File: src/rtl/factorial_datapath_pkg.sv
// Shared encodings for the factorial engine: register-write selects and
// control FSM state codes, used by both the datapath and the control FSM.
package factorial_datapath_pkg;

  localparam int NW_DEFAULT = 8;
  localparam int AW_DEFAULT = 16;

  typedef enum logic [1:0] {
    WASEL_HOLD = 2'd0,
    WASEL_MUL  = 2'd1,
    WASEL_ONE  = 2'd2,
    WASEL_RSVD = 2'd3
  } wasel_t;

  typedef enum logic [1:0] {
    WBSEL_LOAD = 2'd0,
    WBSEL_DEC  = 2'd1,
    WBSEL_HOLD = 2'd2,
    WBSEL_RSVD = 2'd3
  } wbsel_t;

  typedef enum logic [1:0] {
    Q0 = 2'd0,
    Q1 = 2'd1,
    Q2 = 2'd2
  } fact_state_t;

endpackage

File: src/rtl/factorial_datapath_if.sv
// Control/datapath link of the factorial engine. The FSM side is master,
// the datapath is slave; b_value exposes the down-counter for observation.
interface factorial_datapath_if #(
    parameter int NW = 8,
    parameter int AW = 16
);
    import factorial_datapath_pkg::*;

    logic [NW-1:0] n_in;
    wasel_t        WAsel;
    wbsel_t        WBsel;
    logic          z;
    logic [AW-1:0] result;
    logic          ovf;
    logic [NW-1:0] b_value;

    modport master (
        output n_in, WAsel, WBsel,
        input  z, result, ovf, b_value
    );

    modport slave (
        input  n_in, WAsel, WBsel,
        output z, result, ovf, b_value
    );
endinterface

File: src/rtl/factorial_datapath_fact_mult.sv
// Combinational AW x NW multiplier: truncated AW-bit product plus a flag
// raised when any bit above AW-1 of the full product is set.
module fact_mult #(
    parameter int AW = 16,
    parameter int NW = 8
) (
    input  logic [AW-1:0] a,
    input  logic [NW-1:0] b,
    output logic [AW-1:0] product,
    output logic          ovf
);
    logic [AW+NW-1:0] full;

    assign full    = {{NW{1'b0}}, a} * {{AW{1'b0}}, b};
    assign product = full[AW-1:0];
    assign ovf     = |full[AW+NW-1:AW];
endmodule

File: src/rtl/factorial_datapath.sv
// Datapath half of the factorial engine: accumulator A, down-counter B and
// a sticky overflow flag, updated each cycle from the FSM's write selects.
module factorial_datapath
    import factorial_datapath_pkg::*;
#(
    parameter int NW = 8,
    parameter int AW = 16
) (
    input logic                clk,
    input logic                reset,
    factorial_datapath_if.slave dp
);
    logic [AW-1:0] a_q;
    logic [NW-1:0] b_q;
    logic          ovf_q;
    logic [NW-1:0] b_op;
    logic [AW-1:0] product;
    logic          mul_ovf;

    // B==0 multiplies by one so 0! = 1 and the trailing MUL step is harmless.
    assign b_op = (b_q == '0) ? NW'(1) : b_q;

    fact_mult #(.AW(AW), .NW(NW)) u_mult (
        .a       (a_q),
        .b       (b_op),
        .product (product),
        .ovf     (mul_ovf)
    );

    always_ff @(posedge clk) begin
        if (reset) begin
            a_q   <= '0;
            b_q   <= '0;
            ovf_q <= 1'b0;
        end else begin
            case (dp.WAsel)
                WASEL_MUL: begin
                    a_q <= product;
                    if (mul_ovf) ovf_q <= 1'b1;
                end
                WASEL_ONE: begin
                    a_q   <= AW'(1);
                    ovf_q <= 1'b0;
                end
                default: ;
            endcase

            case (dp.WBsel)
                WBSEL_LOAD: b_q <= dp.n_in;
                WBSEL_DEC:  if (b_q != '0) b_q <= b_q - NW'(1);
                default: ;
            endcase
        end
    end

    assign dp.z       = (b_q <= NW'(1));
    assign dp.result  = a_q;
    assign dp.ovf     = ovf_q;
    assign dp.b_value = b_q;
endmodule

File: src/flat_wrapper.sv
// flat-port wrapper written by rule: the top's interface ports become plain ports
module factorial_datapath_flat import factorial_datapath_pkg::*;
#(
    parameter int NW = 8,
    parameter int AW = 16
)
  (clk, reset, dp_n_in, dp_WAsel, dp_WBsel, dp_z, dp_result, dp_ovf, dp_b_value);
  factorial_datapath_if #(.NW(NW), .AW(AW)) dp_i ();
  input logic clk;
  input logic reset;
  input wire logic [$bits(dp_i.n_in)-1:0] dp_n_in;
  input wire logic [$bits(dp_i.WAsel)-1:0] dp_WAsel;
  input wire logic [$bits(dp_i.WBsel)-1:0] dp_WBsel;
  output wire logic [$bits(dp_i.z)-1:0] dp_z;
  output wire logic [$bits(dp_i.result)-1:0] dp_result;
  output wire logic [$bits(dp_i.ovf)-1:0] dp_ovf;
  output wire logic [$bits(dp_i.b_value)-1:0] dp_b_value;
  assign dp_i.n_in = dp_n_in;
  assign dp_i.WAsel = dp_WAsel;
  assign dp_i.WBsel = dp_WBsel;
  assign dp_z = dp_i.z;
  assign dp_result = dp_i.result;
  assign dp_ovf = dp_i.ovf;
  assign dp_b_value = dp_i.b_value;
  factorial_datapath #(.NW(NW), .AW(AW)) u_core (.clk(clk), .reset(reset), .dp(dp_i));
endmodule
File: config.mk
export PLATFORM = sky130hd
export DESIGN_NAME = factorial_datapath_flat
export DESIGN_NICKNAME = d
export VERILOG_FILES = /design/src/rtl/factorial_datapath_pkg.sv /design/src/rtl/factorial_datapath_if.sv /design/src/rtl/factorial_datapath_fact_mult.sv /design/src/rtl/factorial_datapath.sv /design/src/flat_wrapper.sv
export SDC_FILE = /design/constraint.sdc
export NUM_CORES = 1
export LEC_CHECK = 0
export ABC_CLOCK_PERIOD_IN_PS = 5400
export BUFFER_PORTS_ARGS = -buffer_cell sky130_fd_sc_hd__buf_2
export CAP_MARGIN = 20
export CORE_UTILIZATION = 57
export DETAILED_ROUTE_END_ITERATION = 8
export PLACE_DENSITY = 0.79
export SLEW_MARGIN = 20
export SYNTH_ARGS = -nofsm -noshare
export SYNTH_HDL_FRONTEND = slang
export SYNTH_HIERARCHICAL = 1
export SYNTH_SLANG_ARGS = --single-unit
File: constraint.sdc
create_clock -name clk -period 5.4 [get_ports clk]
set_input_delay 1.08 -clock clk [delete_from_list [all_inputs] [get_ports clk]]
set_output_delay 1.08 -clock clk [all_outputs]
set_load 0.02 [all_outputs]
Yosys cells after proc, flatten, opt, wreduce, memory -nomap -nowiden
Cells that the tools add are included.
Storage, ports and cells
  register bits after elaboration: 25
  input bits: 14
  word-level logic and storage cells: 25
Cells by class
  add/subtract/negate cells: 1
  $mul: 1
  magnitude comparators: 1
  equality and inequality tests: 5
  mux-type cells: 6
  reductions and logical operators: 8
Operator list (number)
  $pmux W16 S2: 1
  $mul A16 B8 Y24: 1
  $mux W8: 2
  $pmux W8 S2: 1
  $le A8 B1 Y1 const B: 1
  $logic_not A8 Y1: 1
  $reduce_bool A8 Y1: 1
  $reduce_or A8 Y1: 1
  $sub A8 B1 Y8 const B: 1
  $eq A2 B1 Y1 const B: 2
  $ne A2 B1 Y1 const B: 2
  $reduce_and A2 Y1: 2
  $reduce_bool A2 Y1: 2
  $eq A2 B2 Y1 const B: 1
  $logic_not A2 Y1: 1
  $pmux W1 S2: 1
  $mux W1: 1

Longest topological paths before layout
Gate-level depths: netlist of the first run.
  word-level depth: 6
  depth in mapped cells: 27
  depth with buffers taken out: 26

Cells and area by module
Netlist of the first run, hierarchy kept.
Modules (own cells, without submodules)
  fact_mult: instances 1, cells an instance 504, area each 4236.6 µm², seq. area each 0.0 µm²
  factorial_datapath: instances 1, cells an instance 153, area each 1263.7 µm², seq. area each 500.5 µm²

Worst setup path after synthesis of the first run
Ideal clock, no wire load.
  kind: flip-flop to flip-flop
  from: register u_core.b_q[3] (netlist: u_core/dp.b_value[3])
  to: register u_core.ovf_q (netlist: u_core/dp.ovf)
  library setup time: 0.065 ns
  arrival: 5.381 ns
  path slack: -0.046 ns
  cell stages (with the launch flop): 24
  buffers on the path: 3
  cells stage by stage: dfxtp_1 > clkbuf_1 > clkbuf_1 > nand2_1 > fa_1 > inv_1 > fa_1 > fa_1 > inv_1 > fa_1 > inv_1 > ha_1 > clkbuf_1 > a21o_1 > a221o_1 > nand2_1 > a21oi_1 > nor4_1 > o311ai_1 > nor4_2 > nand3_1 > o21ai_0 > a21oi_1 > nor2_1
On the way
  cells in the longest elaborated chain, start to end: 6
Ends and longest elaborated chain
  start, declared: line factorial_datapath.sv:14  | logic [NW-1:0] b_q;
  start signal, assigned: line factorial_datapath.sv:49  | WBSEL_LOAD: b_q <= dp.n_in;
  start signal, assigned: line factorial_datapath.sv:50  | WBSEL_DEC: if (b_q != '0) b_q <= b_q - NW'(1);
  $logic_not A8 Y1: line factorial_datapath.sv:21  | assign b_op = (b_q == '0) ? NW'(1) : b_q;
  $mux W8 (*): line factorial_datapath.sv:21
  named net u_core.b_op[3]: line factorial_datapath.sv:16  | logic [NW-1:0] b_op;
  $mul A16 B8 Y24 (*): line factorial_datapath_fact_mult.sv:14  | assign full = {{NW{1'b0}}, a} * {{AW{1'b0}}, b};
  $reduce_or A8 Y1 (*): line factorial_datapath_fact_mult.sv:16  | assign ovf = |full[AW+NW-1:AW];
  named net u_core.mul_ovf: line factorial_datapath.sv:18  | logic mul_ovf;
  $ne A2 B1 Y1 (no source line) (*)
  $reduce_and A2 Y1 (no source line) (*)
  end signal, assigned: line factorial_datapath.sv:34  | ovf_q <= 1'b0;
  end signal, assigned: line factorial_datapath.sv:39  | if (mul_ovf) ovf_q <= 1'b1;
  end signal, assigned: line factorial_datapath.sv:43  | ovf_q <= 1'b0;
  end, declared: line factorial_datapath.sv:15  | logic ovf_q;
Mark *: on every way through the listed nets, which the timed path passes. The rest lies on a longest branch.
A chain may end at the register's enable or synchronous reset.

Final worst setup path of the first run
  from: register u_core.b_q[4] (netlist: u_core/dp.b_value[4])
  to: register u_core.ovf_q (netlist: u_core/dp.ovf)
On the way
  cells in the longest elaborated chain, start to end: 6
Ends and longest elaborated chain (line)
  $logic_not A8 Y1: factorial_datapath.sv:21
  $mux W8: factorial_datapath.sv:21
  named net u_core.b_op[1]: factorial_datapath.sv:16
  $mul A16 B8 Y24: factorial_datapath_fact_mult.sv:14
  $reduce_or A8 Y1: factorial_datapath_fact_mult.sv:16
  named net u_core.mul_ovf: factorial_datapath.sv:18
  $ne A2 B1 Y1 (no source line)
  $reduce_and A2 Y1 (no source line)
The timed path passes the listed nets, and every way through them passes these cells.

==> results of run 1 <==
[worst register-to-register path, delay by kind of cell (launching register included)]
kind	cells	cell delay [ns]
adder cells (fa/ha/maj)	4	1.78
AND/OR/NAND/NOR	8	1.61
AO/OA/AOI/OAI	4	0.79
flip-flops	1	0.38
multiplexers	1	0.33
buffers and inverters	3	0.28
[through the flow]
step                      TNS (ns)  std cells  power [W]  worst slack (ns)  util (%)
after CTS                        0        829   0.000499           0.00498      65.1
after global routing        -0.143        844   0.000556            -0.143      69.1
after global placement           0        825   0.000376            0.0169      64.5
after detailed placement    -0.163        825   0.000380            -0.163      64.5
final                            0        844   0.000536             0.160      69.1
after floorplan                  0        657   0.000314            0.0268         -
[registers in the layout (all words and copies together), names as in the netlist]
| name | count |
|---|---|
| u_core/dp.result | 16 |
| u_core/dp.ovf | 1 |
| u_core/dp.b_value | 8 |
[per-layer routing]
| layer | part of all wire (%) | routed length (um) | GRT usage [%] | vias up |
|---|---|---|---|---|
| met5 | 0 | 0 | 0 | - |
| met3 | 8.0 | 1180 | 3.06 | 35 |
| met1 | 42 | 6140 | 41.5 | 2387 |
| met4 | 2.2 | 330 | 7.13 | 0 |
| met2 | 48 | 7030 | 48.1 | 263 |
| li1 | - | - | - | 2225 |
[final timing paths]
| kind | endpoint | slack [ns] | startpoint |
|---|---|---|---|
| hold reg to reg | u_core/dp.ovf | 0.53 | u_core/dp.ovf |
| setup / recovery | u_core/dp.ovf | 0.16 | u_core/dp.b_value[4] |
| setup reg to reg | u_core/dp.ovf | 0.16 | u_core/dp.b_value[4] |
| hold / removal | u_core/dp.ovf | 0.53 | u_core/dp.ovf |
[power groups by stage]
stage / logic [W] / registers, W / clock network, W
6_report: 0.000213 / 0.000203 / 0.000120
5_1_grt: 0.000226 / 0.000204 / 0.000126
4_1_cts: 0.000175 / 0.000203 / 0.000120
3_5_place_dp: 0.000173 / 0.000207 / 0
3_3_place_gp: 0.000168 / 0.000207 / 0
2_1_floorplan: 0.0000994 / 0.000214 / 0
[logic make-up after synthesis]
kind of cell | after synthesis | synth area share, %
buffers and inverters | 137 | 9.58
AND/OR/NAND/NOR | 240 | 23.1
XOR/XNOR | 15 | 2.39
adder cells (fa/ha/maj) | 133 | 41.7
multiplexers | 4 | 0.842
AO/OA/AOI/OAI | 103 | 13.2
flip-flops | 25 | 9.10
[cell type report]
class | count | share of cell area (%)
inverters | 104 | 6.12
well taps | 129 | 2.52
flip-flops and latches | 25 | 8.17
repair buffers | 87 | 9.25
clock buffers | 4 | 0.702
multi-input cells | 495 | 73.2
[layout by cell type, fill, tap and decap left out, types with 3 or more instances in the layout]
master / Yosys / routed
nor3b_1: 3 / 3
xnor2_1: 12 / 12
nand3_1: 5 / 4
nor3_1: 7 / 5
buf_4: 0 / 41
ha_4: 0 / 7
a311oi_1: 3 / 3
nor2_1: 49 / 48
inv_1: 104 / 102
nand2_2: 0 / 4
and2_1: 93 / 92
buf_2: 2 / 39
a21oi_1: 32 / 28
nand2b_1: 7 / 6
o21a_1: 3 / 3
ha_1: 49 / 37
a22oi_1: 14 / 14
buf_6: 1 / 4
ha_2: 0 / 5
o21ai_0: 13 / 13
dfxtp_1: 25 / 14
a21oi_2: 0 / 4
dfxtp_4: 0 / 4
fa_1: 84 / 83
dfxtp_2: 0 / 7
a21o_1: 6 / 6
clkbuf_8: 0 / 3
xor2_1: 3 / 3
a211oi_1: 6 / 5
nand2_1: 59 / 54
[what timing repair did]
action	4_1_cts	5_1_grt
gates resized for setup	3	60
buffers inserted	0	15
setup endpoints to repair	1	1
pin swaps	0	23
==> impl_metrics.csv, run 1 <==
group,metric,value,unit
run_status,status,"complete, no violations",
route,vias,4910,
placement,place_area,5990,um^2
route,final_antenna_net_count,0,
layout,final_area,6410,um^2
timing,final_max_slew_viol_count,0,
setup_path,cp.arrival,5.45,ns
setup_path,required,5.61,ns
placement,dpl.hpwl,11100,um
route,wl_per_cell,17.4,um
setup_path,worst_setup_path_end_kind,"flop",
layout,nets,863,
clock_tree,clkTransAtPathRegs,0.11,ns
power_and_ir_drop,power_per_cell_area,83.5,nW/um^2
synthesis,synth_top_area_cell,"fa_1",
setup_path,critPathSlowestCell,"fa_1",
floorplan,die_area,10000,um^2
power_and_ir_drop,swShare,38.4,%
clock_tree,htreeDepth,1,
global_route,antenna_found_initial,0,
floorplan,initial_utilization,59.2,%
global_route,grt_max_degree,26,
job,cap_violations,0,
layout,drive_above_1_share,21.0,%
layout,fill_cells,702,
layout,multi_input_area,4700,um^2
synthesis,synth_area_leaders,"fa_1 (31%), ha_1 (11%), and2_1 (11%), dfxtp_1 (9.1%), inv_1 (7.1%)",
timing,period_minus_slack,5.24,ns
floorplan,row_count,35,
timing,max_slew_margin,50.6,%
setup_path,path_class,"reg -> reg",
setup_path,path_buf_inv,3,
setup_path,slowest_delay,0.51,ns
global_route,grt.overflow.total,0,
synthesis,synth.most_common_cell,"inv_1",
clock_tree,clk_path_buf_depth,2,
hold_path,hp-class,"reg -> reg",
power_and_ir_drop,comb_power_share,39.7,%
power_and_ir_drop,clockPowerShare,22.4,%
setup_path,cp_common_cell,"fa_1",
setup_path,crit_cells,20,
floorplan,io_pins,40,
setup_path,cp_top_family,"adder cells",
timing,skew,0.0183,ns
synthesis,synth_area,5500,um^2
clock_tree,cts_inserted_buffers,3,
synthesis,syn-num-nets,804,
global_route,grt.total_usage,29.2,%
layout,seq_area,524,um^2
power_and_ir_drop,power.switching,0.000206,W
clock_tree,holdBufCountCts,0,
power_and_ir_drop,leakagePower,3.16,nW
power_and_ir_drop,peakVddDrop,0.0846,mV
layout,num_antenna_cells,0,
setup_path,cp-start-kind,"flop",
clock_tree,clock-sinks,25,
clock_tree,cts_tree,"yes",
route,vias_per_cell,5.82,
power_and_ir_drop,seq_power_share,37.9,%
floorplan,fp.dieH,100,um
setup_path,rr_worst_depth,20,
setup_path,cp_cell_sequence,"nor3_1 -> a21oi_2 -> buf_6 -> and2_1 -> fa_1 -> inv_1 -> fa_1 -> fa_1 -> inv_1 -> ha_4 -> and4_4 -> or2_4 -> a2111oi_4 -> nor3_4 -> mux2_4 -> nor4_4 -> nand3_1 -> o21ai_0 -> a21oi_1 -> nor2_1",
synthesis,yosys-top-cells-count,"inv_1 (104), and2_1 (93), fa_1 (84), nand2_1 (59)",
synthesis,postSynthCellCount,657,
synthesis,synth_cell_types,60,
synthesis,async_flop_share,0,%
hold_path,hold_depth,2,
global_route,grt_first_pass_wirelength,23200,um
route,drc,0,
synthesis,synth_warnings,6,
clock_tree,cts_root_buf,"clkbuf_8",
timing,hold_violations,0,
timing,worst_slew_pin_slew,0.741,ns
synthesis,synth_top_area_share,30.6,%
synthesis,yosysSeqAreaShare,9.10,%
floorplan,dieWidth,100,um
route,wl,14700,um
route,drtIter0Drc,316,
timing,setup-violations-final,0,
route,dr.pass1.iters,5,
timing,max_freq,191,MHz
placement,finalWeightedCongestion,0.899,
synthesis,synthFlopType,"dfxtp_1",
synthesis,synth_seq_cells,25,
timing,fin_crit_sh,97.0,%
setup_path,crit_fanout,8,
floorplan,core,9280,um^2
placement,port_buffers,39,
clock_tree,clk-insertion-delay-late,0.28,ns
synthesis,synth_edf_count,0,
timing,whs,0.531,ns
synthesis,syn_avg_cell_area,8.37,um^2
global_route,grt_pass1_vias,4811,
layout,synthToLayoutAreaGrowth,16.6,%
power_and_ir_drop,intPower,0.000330,W
No activity file was read; power rests on OpenSTA's default activity.
==> inputs of run 2 (changes only) <==
--- a/config.mk
+++ b/config.mk
@@ -5,12 +5,12 @@
 export SDC_FILE = /design/constraint.sdc
 export NUM_CORES = 1
 export LEC_CHECK = 0
-export ABC_CLOCK_PERIOD_IN_PS = 5400
+export ABC_CLOCK_PERIOD_IN_PS = 6600
 export BUFFER_PORTS_ARGS = -buffer_cell sky130_fd_sc_hd__buf_2
 export CAP_MARGIN = 20
-export CORE_UTILIZATION = 57
+export CORE_UTILIZATION = 68
 export DETAILED_ROUTE_END_ITERATION = 8
-export PLACE_DENSITY = 0.79
+export PLACE_DENSITY = 0.88
 export SLEW_MARGIN = 20
 export SYNTH_ARGS = -nofsm -noshare
 export SYNTH_HDL_FRONTEND = slang
==> constraint.sdc (replaced) <==
create_clock -name clk -period 6.6 [get_ports clk]
set_input_delay 1.32 -clock clk [delete_from_list [all_inputs] [get_ports clk]]
set_output_delay 1.32 -clock clk [all_outputs]
set_load 0.02 [all_outputs]
==> run 2 against run 1 <==
Total power fell by 27%; critical path depth up 1; die area shrank 16%; clock skew shrank 0.013 ns; sequential power down 14%; non-clock buffer count decreased by 45; largest power group is now registers; critical endpoint unchanged; setup slack gained 0.38 ns; first-iteration DRC count increased by 12%.
==> impl_metrics.csv, run 2 (synthesis results as in run 1) <==
group,metric,value,unit
route,dr.pass1.iters,5,
layout,fill_cells,579,
global_route,grt_max_degree,26,
setup_path,rr_worst_depth,21,
floorplan,die_area,8450,um^2
global_route,grt_first_pass_wirelength,22900,um
setup_path,cp.arrival,6.28,ns
timing,setup_tns,0,ns
timing,rsz0062_at_grt,"false",
hold_path,hold_depth,2,
layout,drive_above_1_share,8.51,%
timing,final_max_slew_viol_count,0,
floorplan,fp.dieH,91.9,um
route,route.met2.wl,6390,um
timing,setup-violations-final,0,
placement,port_buffers,39,
timing,hold_violations,0,
setup_path,cp_cell_sequence,"nor3_1 -> nand2_1 -> nand2_1 -> and2_1 -> fa_1 -> fa_1 -> inv_1 -> fa_1 -> inv_1 -> ha_1 -> o211ai_1 -> a21oi_1 -> o221ai_1 -> a211oi_1 -> mux2i_1 -> o311ai_1 -> nor4_2 -> nand3_1 -> o21ai_0 -> a21oi_1 -> nor2_1",
floorplan,core,7770,um^2
route,drtIter0Drc,353,
setup_path,path_class,"reg -> reg",
hold_path,hp-class,"reg -> reg",
setup_path,cp_common_cell,"fa_1",
clock_tree,holdBufCountCts,0,
setup_path,r2r_start,"u_core/dp.b_value[4]",
route,maxUsedRoutingLayer,"met4",
route,final_antenna_net_count,0,
setup_path,slowest_delay,0.62,ns
clock_tree,clk-insertion-delay-late,0.28,ns
layout,num_antenna_cells,0,
route,drc,0,
timing,period_minus_slack,6.06,ns
global_route,grt.overflow.total,0,
clock_tree,clkTransAtPathRegs,0.10,ns
power_and_ir_drop,peakVddDrop,0.0598,mV
setup_path,worst_setup_path_end_kind,"flop",
timing,fin_crit_sh,91.8,%
layout,largest_register_ffs,16,
clock_tree,clock-sinks,25,
global_route,grt.total_usage,34.2,%
setup_path,cp-start-kind,"flop",
route,wl_per_cell,17.6,um
clock_tree,cts_resized,0,
clock_tree,clk_path_buf_depth,2,
setup_path,ff2ff_setup_slack,0.54,ns
hold_path,min_to,"u_core/dp.ovf",
clock_tree,cts_tree,"yes",
floorplan,dieWidth,91.9,um
setup_path,crit_fanout,22,
clock_tree,cts_setup_buffers,0,
hold_path,hp-start,"u_core/dp.ovf",
floorplan,io_pins,40,
placement,dpl.hpwl,10500,um
setup_path,rr_endpoint,"u_core/dp.ovf",
timing,skew,0.00557,ns
layout,nets,818,
layout,fin_util,74.1,%
route,vias,4755,
route,wl_met1,5790,um
layout,multi_input_area,4470,um^2
setup_path,critPathSlowestCell,"nor3_1",
clock_tree,cts_inserted_buffers,3,
power_and_ir_drop,power_per_cell_area,67.7,nW/um^2
floorplan,initial_utilization,70.8,%
clock_tree,htreeDepth,1,
placement,finalWeightedCongestion,0.921,
route,wl,13600,um
layout,seq_area,500,um^2
route,vias_per_cell,6.16,
run_status,status,"complete, no violations",
timing,max_slew_margin,28.9,%
job,cap_violations,0,
setup_path,required,6.82,ns
global_route,antenna_found_initial,0,
layout,synthToLayoutAreaGrowth,4.69,%
floorplan,row_count,32,
global_route,grt_pass1_vias,4785,
power_and_ir_drop,leakagePower,2.87,nW
timing,worst_slew_pin_slew,1.06,ns
timing,max_freq,165,MHz
route,wl_met3,1110,um
power_and_ir_drop,finalPower,0.000390,W
layout,final_cell_mix,"inv_1 (104), and2_1 (93), fa_1 (84)",
clock_tree,cts_root_buf,"clkbuf_8",
layout,final_common_cell,"inv_1",
setup_path,setup.worst_path.start,"u_core/dp.b_value[4]",
run 2: per-stage QoR:
stage	cells	hold WS, ns	setup WS (ns)	instance area [um^2]
6_report	772	0.504	0.542	5760
5_1_grt	772	0.590	0.0281	5760
4_1_cts	772	0.513	0.646	5760
3_5_place_dp	768	0.474	0.684	5710
3_3_place_gp	768	0.476	0.895	5710
2_1_floorplan	657	0.580	1.15	5500
run 2: per-layer routing:
metal	vias up	global-route usage, %
li1	2135	-
met5	-	0
met2	253	55.7
met3	35	4.56
met1	2332	48.2
met4	0	8.46
run 2: power by group:
part | internal (W) | leakage (nW) | switching, W
Combinational | 0.0000387 | 2.65 | 0.0000755
Sequential | 0.000156 | 0.203 | 0.0000191
Clock | 0.0000430 | 0.0217 | 0.0000572
run 2: final cells by class:
cell class / count / share of cell area, %
Clock buffer: 3 / 0.717
Clock inverter: 1 / 0.130
Inverter: 104 / 6.78
Multi-Input combinational cell: 495 / 77.7
Sequential cell: 25 / 8.69
Tap cell: 102 / 2.22
Timing Repair Buffer: 42 / 3.78
run 2: worst max path at each step:
stage                         end  slack, ns  cells after the start
floorplan           u_core/dp.ovf       1.15                     23
global placement    u_core/dp.ovf       0.89                     21
detailed placement  u_core/dp.ovf       0.68                     21
CTS                 u_core/dp.ovf       0.65                     21
global route        u_core/dp.ovf       0.03                     21
finish              u_core/dp.ovf       0.54                     21
run 2: worst max-delay path, delay by kind of cell (launching register included):
family                   cells  cell delay, ns
AND/OR/NAND/NOR              7            1.91
AO/OA/AOI/OAI                7            1.35
buffers and inverters        2            0.09
flip-flops                   1            0.55
adder cells (fa/ha/maj)      4            1.85
multiplexers                 1            0.25
